`config.mk`:
```
export PLATFORM = sky130hd
export DESIGN_NAME = mem_wb_stage
export DESIGN_NICKNAME = d
export VERILOG_FILES = /design/src/rtl/mem_wb_stage_pkg.sv /design/src/rtl/mem_wb_stage_wb_mux.sv /design/src/rtl/mem_wb_stage.sv
export SDC_FILE = /design/constraint.sdc
export NUM_CORES = 1
export LEC_CHECK = 0
export CORE_ASPECT_RATIO = 1.25
export CORE_UTILIZATION = 43
export CTS_BUF_LIST = sky130_fd_sc_hd__clkbuf_8
export DETAILED_ROUTE_END_ITERATION = 6
export PLACE_DENSITY = 0.85
export SYNTH_ARGS = -nofsm -noshare
export SYNTH_HDL_FRONTEND = slang
export SYNTH_SLANG_ARGS = --single-unit
```
`constraint.sdc`:
```
create_clock -name clk -period 2 [get_ports clk]
set_input_delay 0.4 -clock clk [delete_from_list [all_inputs] [get_ports clk]]
set_output_delay 0.4 -clock clk [all_outputs]
set_load 0.1 [all_outputs]
```
`src/rtl/mem_wb_stage_pkg.sv`:
```
// Shared definitions for the memory-access/writeback boundary of the core:
// writeback-select codes, the retire FSM encoding and default widths.
package mem_wb_stage_pkg;

   localparam int XLEN_DEFAULT   = 32;
   localparam int REG_AW_DEFAULT = 5;
   localparam int RET_W_DEFAULT  = 32;

   localparam logic [1:0] WB_ALU = 2'b00;
   localparam logic [1:0] WB_MEM = 2'b01;
   localparam logic [1:0] WB_PC4 = 2'b10;
   localparam logic [1:0] WB_IMM = 2'b11;

   typedef enum logic {
      RUN    = 1'b0,
      HALTED = 1'b1
   } state_t;

endpackage

```
`src/rtl/mem_wb_stage_wb_mux.sv`:
```
// Combinational writeback selector: ALU result, load data, PC+4 or immediate.
module wb_mux
   import mem_wb_stage_pkg::*;
#(
   parameter int XLEN = XLEN_DEFAULT
) (
   input  logic [1:0]      sel,
   input  logic [XLEN-1:0] alu_result,
   input  logic [XLEN-1:0] mem_data,
   input  logic [XLEN-1:0] pc,
   input  logic [XLEN-1:0] imm,
   output logic [XLEN-1:0] wdata
);

   logic [XLEN-1:0] pc_plus4;

   // The link address wraps naturally at the top of the address space.
   assign pc_plus4 = pc + XLEN'(4);

   always_comb begin
      wdata = alu_result;
      case (sel)
         WB_ALU:  wdata = alu_result;
         WB_MEM:  wdata = mem_data;
         WB_PC4:  wdata = pc_plus4;
         WB_IMM:  wdata = imm;
         default: wdata = alu_result;
      endcase
   end

endmodule

```
`src/rtl/mem_wb_stage.sv`:
```
// MEM/WB pipeline register with stored writeback value, register-file write
// port, retired-instruction counter and the sticky halt state of the core.
module mem_wb_stage
   import mem_wb_stage_pkg::*;
#(
   parameter int XLEN   = XLEN_DEFAULT,
   parameter int REG_AW = REG_AW_DEFAULT,
   parameter int RET_W  = RET_W_DEFAULT
) (
   input  logic              clk,
   input  logic              rst_n,
   input  logic              stall,
   input  logic              flush,
   input  logic              m_valid,
   input  logic [XLEN-1:0]   m_PC,
   input  logic [XLEN-1:0]   m_imm32,
   input  logic [XLEN-1:0]   m_ALU_result,
   input  logic [XLEN-1:0]   m_DataWord,
   input  logic [REG_AW-1:0] m_Rd,
   input  logic              m_reg_wEn,
   input  logic [1:0]        m_wb_sel,
   input  logic              m_halt,
   output logic              rf_wEn,
   output logic [REG_AW-1:0] rf_waddr,
   output logic [XLEN-1:0]   rf_wdata,
   output logic              halted,
   output logic [RET_W-1:0]  retired_count
);

   state_t            state;
   logic              wb_valid;
   logic              wb_reg_wEn;
   logic              wb_halt;
   logic [REG_AW-1:0] wb_Rd;
   logic [XLEN-1:0]   wb_data;
   logic [XLEN-1:0]   sel_data;
   logic              retire;

   wb_mux #(
      .XLEN(XLEN)
   ) u_wb_mux (
      .sel        (m_wb_sel),
      .alu_result (m_ALU_result),
      .mem_data   (m_DataWord),
      .pc         (m_PC),
      .imm        (m_imm32),
      .wdata      (sel_data)
   );

   // The instruction in WB leaves the stage on any non-stalled edge while running.
   assign retire = wb_valid & ~stall & (state == RUN);

   // Pipeline register: halted state and flush both insert a bubble; payload is held.
   always_ff @(posedge clk or negedge rst_n) begin
      if (!rst_n) begin
         wb_valid   <= 1'b0;
         wb_reg_wEn <= 1'b0;
         wb_halt    <= 1'b0;
         wb_Rd      <= '0;
         wb_data    <= '0;
      end else if (state == HALTED) begin
         wb_valid <= 1'b0;
      end else if (flush) begin
         wb_valid <= 1'b0;
      end else if (!stall) begin
         wb_valid   <= m_valid;
         wb_reg_wEn <= m_reg_wEn;
         wb_halt    <= m_halt;
         wb_Rd      <= m_Rd;
         wb_data    <= sel_data;
      end
   end

   always_ff @(posedge clk or negedge rst_n) begin
      if (!rst_n) begin
         state         <= RUN;
         halted        <= 1'b0;
         retired_count <= '0;
      end else begin
         case (state)
            RUN: begin
               if (retire) begin
                  if (retired_count != {RET_W{1'b1}}) begin
                     retired_count <= retired_count + RET_W'(1);
                  end
                  if (wb_halt) begin
                     state  <= HALTED;
                     halted <= 1'b1;
                  end
               end
            end
            HALTED: begin
               state  <= HALTED;
               halted <= 1'b1;
            end
            default: begin
               state  <= RUN;
               halted <= 1'b0;
            end
         endcase
      end
   end

   assign rf_wEn   = wb_valid & wb_reg_wEn & (wb_Rd != '0) & (state == RUN);
   assign rf_waddr = wb_Rd;
   assign rf_wdata = wb_data;

endmodule

```
==> metrics.cfg, run 1 <==
[finish]
area_growth_pct = 65.72
nets = 904
drive_gt1_share_pct = 32.68
seq_area_um2 = 1978
multi_input_area_um2 = 2690
diodes = 0
num-fill-cells = 759
fin_area_um2 = 7695

[placement]
gp_congestion = 0.9234
numPortBuffers = 212
dp_hpwl_mm = 12.75
placed_area_um2 = 7405

[job]
max-cap-violations = 0

[cts]
cts.sinks = 74
clkLatencyLatePin_ns = 0.36
clockBufferDepth = 2
clk_pin_slew_ns = 0.07
cts_max_level = 3
cts_made_buffers = 9
root_buffer = clkbuf_8
cts_tree = built

[sta]
whs_ns = 0.4654
worst_pin_slew_ns = 0.4165
hold_viol_final = 0
fmax_mhz = 468.0
max_slew_margin_pct = 72.00
skew_ns = 0.006816
period_needed_ns = 2.137
rsz0062_at_grt = true
fin_crit_sh_pct = 106.8
slew_viol_final = 0
setup_slack_ns = -0.1367
setup_violations = 1

[grt]
grt_usage_pct = 29.84
grt_pass1_vias = 5281
grt_overflow_total = 0
grt_pass1_wl_mm = 25.73
antenna_found_initial = 0
grt_max_degree = 36

[synthesis]
synth.most_common_cell = nand2_1
yosysTopAreaCell = dfrtp_1
synth-seq-cells = 74
synthTopCellsByCount = nand2_1 (80), dfrtp_1 (74), o21ai_0 (34), xnor2_1 (30), nand4_1 (23)
ys_top_cells_by_area = dfrtp_1 (40%), nand2_1 (6.5%), xnor2_1 (5.7%)
synth_edf_count = 0
ys_async_sr_fraction_pct = 100.0
avgSynthCellArea_um2 = 9.515
synth-main-ff-cell = dfrtp_1
syn_inst = 488
syn-num-nets = 632
ys_seq_area_share_pct = 39.88
netlist.area_leader.share_pct = 39.88
synth_area_um2 = 4643
ys_types = 57
yosys_warnings = 0

[worst_hold_path]
holdPathStages = 3
hold_path_class = in2reg

[setup_path]
crit_path_end = rf_wEn
startpoint = rf_waddr[0]$_DFFE_PN0P_
reg2reg_depth = 5
r2r_setup_slack_ns = 0.12
cp-end-kind = primary output
path_class = reg2out
arrival_ns = 1.74
crit_fanout = 2
critical_path_required_ns = 1.60
startpoint_type = flip-flop
timing.rr.end = retired_count[10]$_DFFE_PN0P_
timing.rr.start = retired_count[16]$_DFFE_PN0P_

[die]
dieHeight_um = 118.2
io_pins = 213
die_x_um = 94.95
fp-row-count = 42
core_area_um2 = 10560
die_area_um2 = 11220
start_util_pct = 43.96

[pwr]
vdd_ir_drop_max_mv = 0.9438
p_per_area_nw_per_um2 = 1155
leakage_nw = 3.246

[routing]
via_per_inst = 5.628
drt_iter0_drc = 257
drt-total-wl_mm = 15.98
wl_per_cell_um = 17.82
drc = 0
antenna_left = 0
num_vias = 5048
first_pass_iters = 5

[run_status]
status = finished with violations
violations = setup timing

## cell families after synthesis
logic type / after synthesis / synth area share [%]
compound gates: 79 / 11.08
flops: 74 / 39.88
xor+xnor: 52 / 9.809
buf+inv: 33 / 3.153
simple gates: 213 / 25.22
mux: 35 / 10.32
fa+ha+maj: 2 / 0.5389
## worst min-delay path by stage
stage	startpoint	end	slack [ns]
6_report	m_wb_sel[1]	rf_wdata[10]$_DFFE_PN0P_	0.47
5_1_grt	m_wb_sel[1]	rf_wdata[10]$_DFFE_PN0P_	0.48
4_1_cts	m_wb_sel[1]	rf_wdata[10]$_DFFE_PN0P_	0.46
3_5_place_dp	rst_n	retired_count[4]$_DFFE_PN0P_	0.36
3_3_place_gp	rst_n	retired_count[5]$_DFFE_PN0P_	0.35
2_1_floorplan	rst_n	halted$_DFFE_PN0P_	0.10
## flip-flops by register name, summed over array words and instances (netlist names)
signal / count
wb_halt: 1
halted: 1
rf_wdata: 32
wb_reg_wEn: 1
state: 1
retired_count: 32
rf_waddr: 5
wb_valid: 1
## placed cells by master (no fill, tap or decap), drive strengths merged, types with 3 or more instances in the layout
cell type and n:
a21oi 10, a221oi 4, a31oi 4, and2 4, and3 12, and4 9
buf 148, bufinv 3, clkbuf 11, clkdlybuf4s50 136, dfrtp 74, inv 8
mux2 13, mux2i 13, mux4 9, nand2 80, nand3 20, nand4 26
nor2 21, nor2b 5, nor3 13, nor3b 3, nor4 5, o211ai 9
o21ai 34, o221ai 6, o22ai 4, or2 5, xnor2 30, xor2 22
## where the power goes
group / switching (W) / internal (W) / total, W
combinational: 0.00383 / 0.00128 / 0.00512
clock: 0.000579 / 0.000893 / 0.00147
sequential: 0.000327 / 0.00197 / 0.00230
## worst max-delay path, cell delays in order (launching register included)
cell and delay (ns):
dfrtp_4 0.47, or4_4 0.55, nor2_4 0.13, nor3_4 0.06
buf_12 0.17
## metal layers
layer / routed length [um] / global-route usage (%)
met5: 0 / 0
met4: 814 / 16.76
met3: 989 / 4.183
met2: 8282 / 51.71
met1: 5897 / 34.49
## stage by stage
stage	worst slack, ns	setup TNS, ns	util [%]	total power [W]	std cells
after floorplan	0.003193	0	-	0.005878	488
after global placement	-0.3879	-7.146	70.10	0.007317	879
after detailed placement	-0.4616	-9.164	70.10	0.007406	879
after CTS	-0.1895	-0.1895	72.79	0.008924	897
after global routing	-0.1929	-0.1929	72.85	0.009198	897
final	-0.1367	-0.1367	72.85	0.008889	897
## final cells by class
class                           count  area share, %
Clock buffer                       11          1.967
Clock inverter                      5          1.317
Inverter                            7         0.3415
Multi-Input combinational cell    381          34.96
Sequential cell                    74          25.71
Tap cell                          132          2.146
Timing Repair Buffer              287          33.56
## timing repair
item,CTS,global route
resized for setup,7,2
setup endpoints to repair,5,10
endpoints found under the hold margin,28,0
hold buffers,1,0
setup buffers,1,0
pin swaps,2,1
gates cloned,0,0
(Power assumes the default switching activity.)
==> inputs of run 2 (changes only) <==
--- a/config.mk
+++ b/config.mk
@@ -6,10 +6,11 @@
 export NUM_CORES = 1
 export LEC_CHECK = 0
 export CORE_ASPECT_RATIO = 1.25
-export CORE_UTILIZATION = 43
+export CORE_MARGIN = 3
+export CORE_UTILIZATION = 47
 export CTS_BUF_LIST = sky130_fd_sc_hd__clkbuf_8
 export DETAILED_ROUTE_END_ITERATION = 6
-export PLACE_DENSITY = 0.85
+export PLACE_DENSITY = 0.89
 export SYNTH_ARGS = -nofsm -noshare
 export SYNTH_HDL_FRONTEND = slang
 export SYNTH_SLANG_ARGS = --single-unit
==> constraint.sdc (replaced) <==
create_clock -name clk -period 2.55 [get_ports clk]
set_input_delay 0.51 -clock clk [delete_from_list [all_inputs] [get_ports clk]]
set_output_delay 0.51 -clock clk [all_outputs]
set_load 0.1 [all_outputs]
==> run 2 against run 1 <==
The flow now finishes without violations. Routed wire length shrank 0.37%. Utilization rose by 2.4 points. Total power fell by 25%. Sequential power down 22%. Worst hold slack got worse by 0.16 ns. Die area shrank 0.94%. Sequential share of layout area increased by 0.56 points. Clock power down 31%. First-iteration DRC count increased by 33%. Clock-buffer cell count shrank 2. Global-route usage decreased by 1.2 points. Sequential cell count stayed put. Highest routed layer unchanged.
==> metrics.cfg, run 2 (synthesis results as in run 1) <==
[finish]
final_common_cell = clkdlybuf4s50_1
drive_gt1_share_pct = 21.52
num-fill-cells = 660
layout_common_cells = clkdlybuf4s50_1 (139), buf_4 (91), nand2_1 (80), dfrtp_1 (74), o21ai_0 (34)
area_growth_pct = 51.82
diodes = 0
fin_area_um2 = 7049
nets = 851

[sta]
slew_viol_final = 0
fmax_mhz = 438.5
skew_ns = 0.01100
hold_viol_final = 0
fin_crit_sh_pct = 89.43
rsz0062_at_grt = false
max_slew_margin_pct = 37.65
tns_ns = 0
period_needed_ns = 2.280
worst_pin_slew_ns = 0.9352
setup_violations = 0

[worst_hold_path]
hold_path_class = in2async

[setup_path]
critical_path_required_ns = 2.04
path_class = reg2out
crit_slowest_cell = or4_1
cp-end-kind = primary output
path_cells = or4_1 > nor2_1 > nor3_4 > buf_12
crit_path_max_incr_delay_ns = 0.52
crit_fanout = 3
reg2reg_depth = 5
timing.rr.start = retired_count[18]$_DFFE_PN0P_
r2r_setup_slack_ns = 0.48
arrival_ns = 1.77
startpoint_type = flip-flop
timing.rr.end = retired_count[25]$_DFFE_PN0P_

[cts]
clockBufferDepth = 2
root_buffer = clkbuf_8
holdBufCountCts = 0
cts.sinks = 74
cts_setup_buffers = 0
cts_tree = built
post_cts_resized = 0
cts_max_level = 3
cts_made_buffers = 9
clkLatencyLatePin_ns = 0.34
clk_pin_slew_ns = 0.08

[routing]
antenna_left = 0
wl_per_cell_um = 19.09
first_pass_iters = 5
via_per_inst = 5.801
num_vias = 4838
drc = 0
drt-total-wl_mm = 15.92
drt_iter0_drc = 342

[placement]
numPortBuffers = 212
dp_hpwl_mm = 12.64
placed_area_um2 = 6833
gp_congestion = 0.9499

[die]
die_x_um = 94.90
dieHeight_um = 117.1
die_area_um2 = 11120
core_area_um2 = 9369
start_util_pct = 49.56
fp-row-count = 39
io_pins = 213

[run_status]
status = finished clean

[grt]
antenna_found_initial = 0
grt_pass1_wl_mm = 24.47
grt_max_degree = 75
grt_pass1_vias = 4872
grt_overflow_total = 0
grt_usage_pct = 28.68

[pwr]
vdd_ir_drop_max_mv = 0.7781
p_per_area_nw_per_um2 = 947.9
leakage_nw = 3.005

[job]
max-cap-violations = 0

==> run 2: cell count changes in the layout (fill, tap and decap cells not counted), moves of 2 or more <==
cell,change
dfrtp_4,-32
dfrtp_1,+37
clkinv_4,+2
clkdlybuf4s50_1,+3
clkbuf_8,-2
buf_12,-4
dlygate4sd2_1,-2
dfrtp_2,-5
buf_4,-48
==> run 2: stage by stage <==
step | instances | power, W | utilization (%) | worst slack [ns] | hold slack [ns]
5_1_grt | 834 | 0.006930 | 75.24 | 0.1605 | 0.3854
2_1_floorplan | 488 | 0.004566 | - | 0.008457 | 0.2144
3_5_place_dp | 819 | 0.005688 | 72.93 | 0.03172 | 0.4724
3_3_place_gp | 819 | 0.005615 | 72.93 | 0.1113 | 0.4607
4_1_cts | 834 | 0.006703 | 75.24 | 0.2365 | 0.3384
6_report | 834 | 0.006682 | 75.24 | 0.2697 | 0.3074
==> run 2: power breakdown <==
group          internal [W]  switching (W)  total (W)
sequential          0.00151       0.000279    0.00179
combinational      0.000894        0.00299    0.00389
clock              0.000549       0.000457    0.00101
==> run 2: cell type report <==
type / count / area (um^2) / share of cell area [%]
inverter: 7 / 26.28 / 0.3727
clock buffer: 9 / 123.9 / 1.757
sequential: 74 / 1852 / 26.27
multi-input combinational: 381 / 2661 / 37.75
timing repair buffer: 234 / 2140 / 30.35
tap: 123 / 153.9 / 2.183
clock inverter: 6 / 92.59 / 1.313
==> run 2: worst max-delay path: cells and delay by family (launching register included) <==
kind | cells | cell delay (ns)
AND/OR/NAND/NOR | 3 | 0.85
flip-flops | 1 | 0.41
buffers and inverters | 1 | 0.17
==> run 2: how the worst max path moves through the flow <==
stage	from	endpoint	slack, ns	cells past startpoint
detailed placement	m_PC[14]	rf_wdata[18]$_DFFE_PN0P_	0.03	6
global route	m_PC[2]	rf_wdata[18]$_DFFE_PN0P_	0.16	7
finish	rf_waddr[0]$_DFFE_PN0P_	rf_wEn	0.27	4
floorplan	rf_waddr[0]$_DFFE_PN0P_	rf_wEn	0.008	3
global placement	m_PC[2]	rf_wdata[8]$_DFFE_PN0P_	0.11	7
CTS	rf_waddr[0]$_DFFE_PN0P_	rf_wEn	0.24	4
==> run 2: metal layers <==
layer  up-vias  routed length (um)  GRT usage [%]
li1       2216                   -              -
met1      2264                5656          33.69
met2       321                8113          50.28
met3        37                1561          5.754
met4         0                 592          13.19
met5         -                   0              0
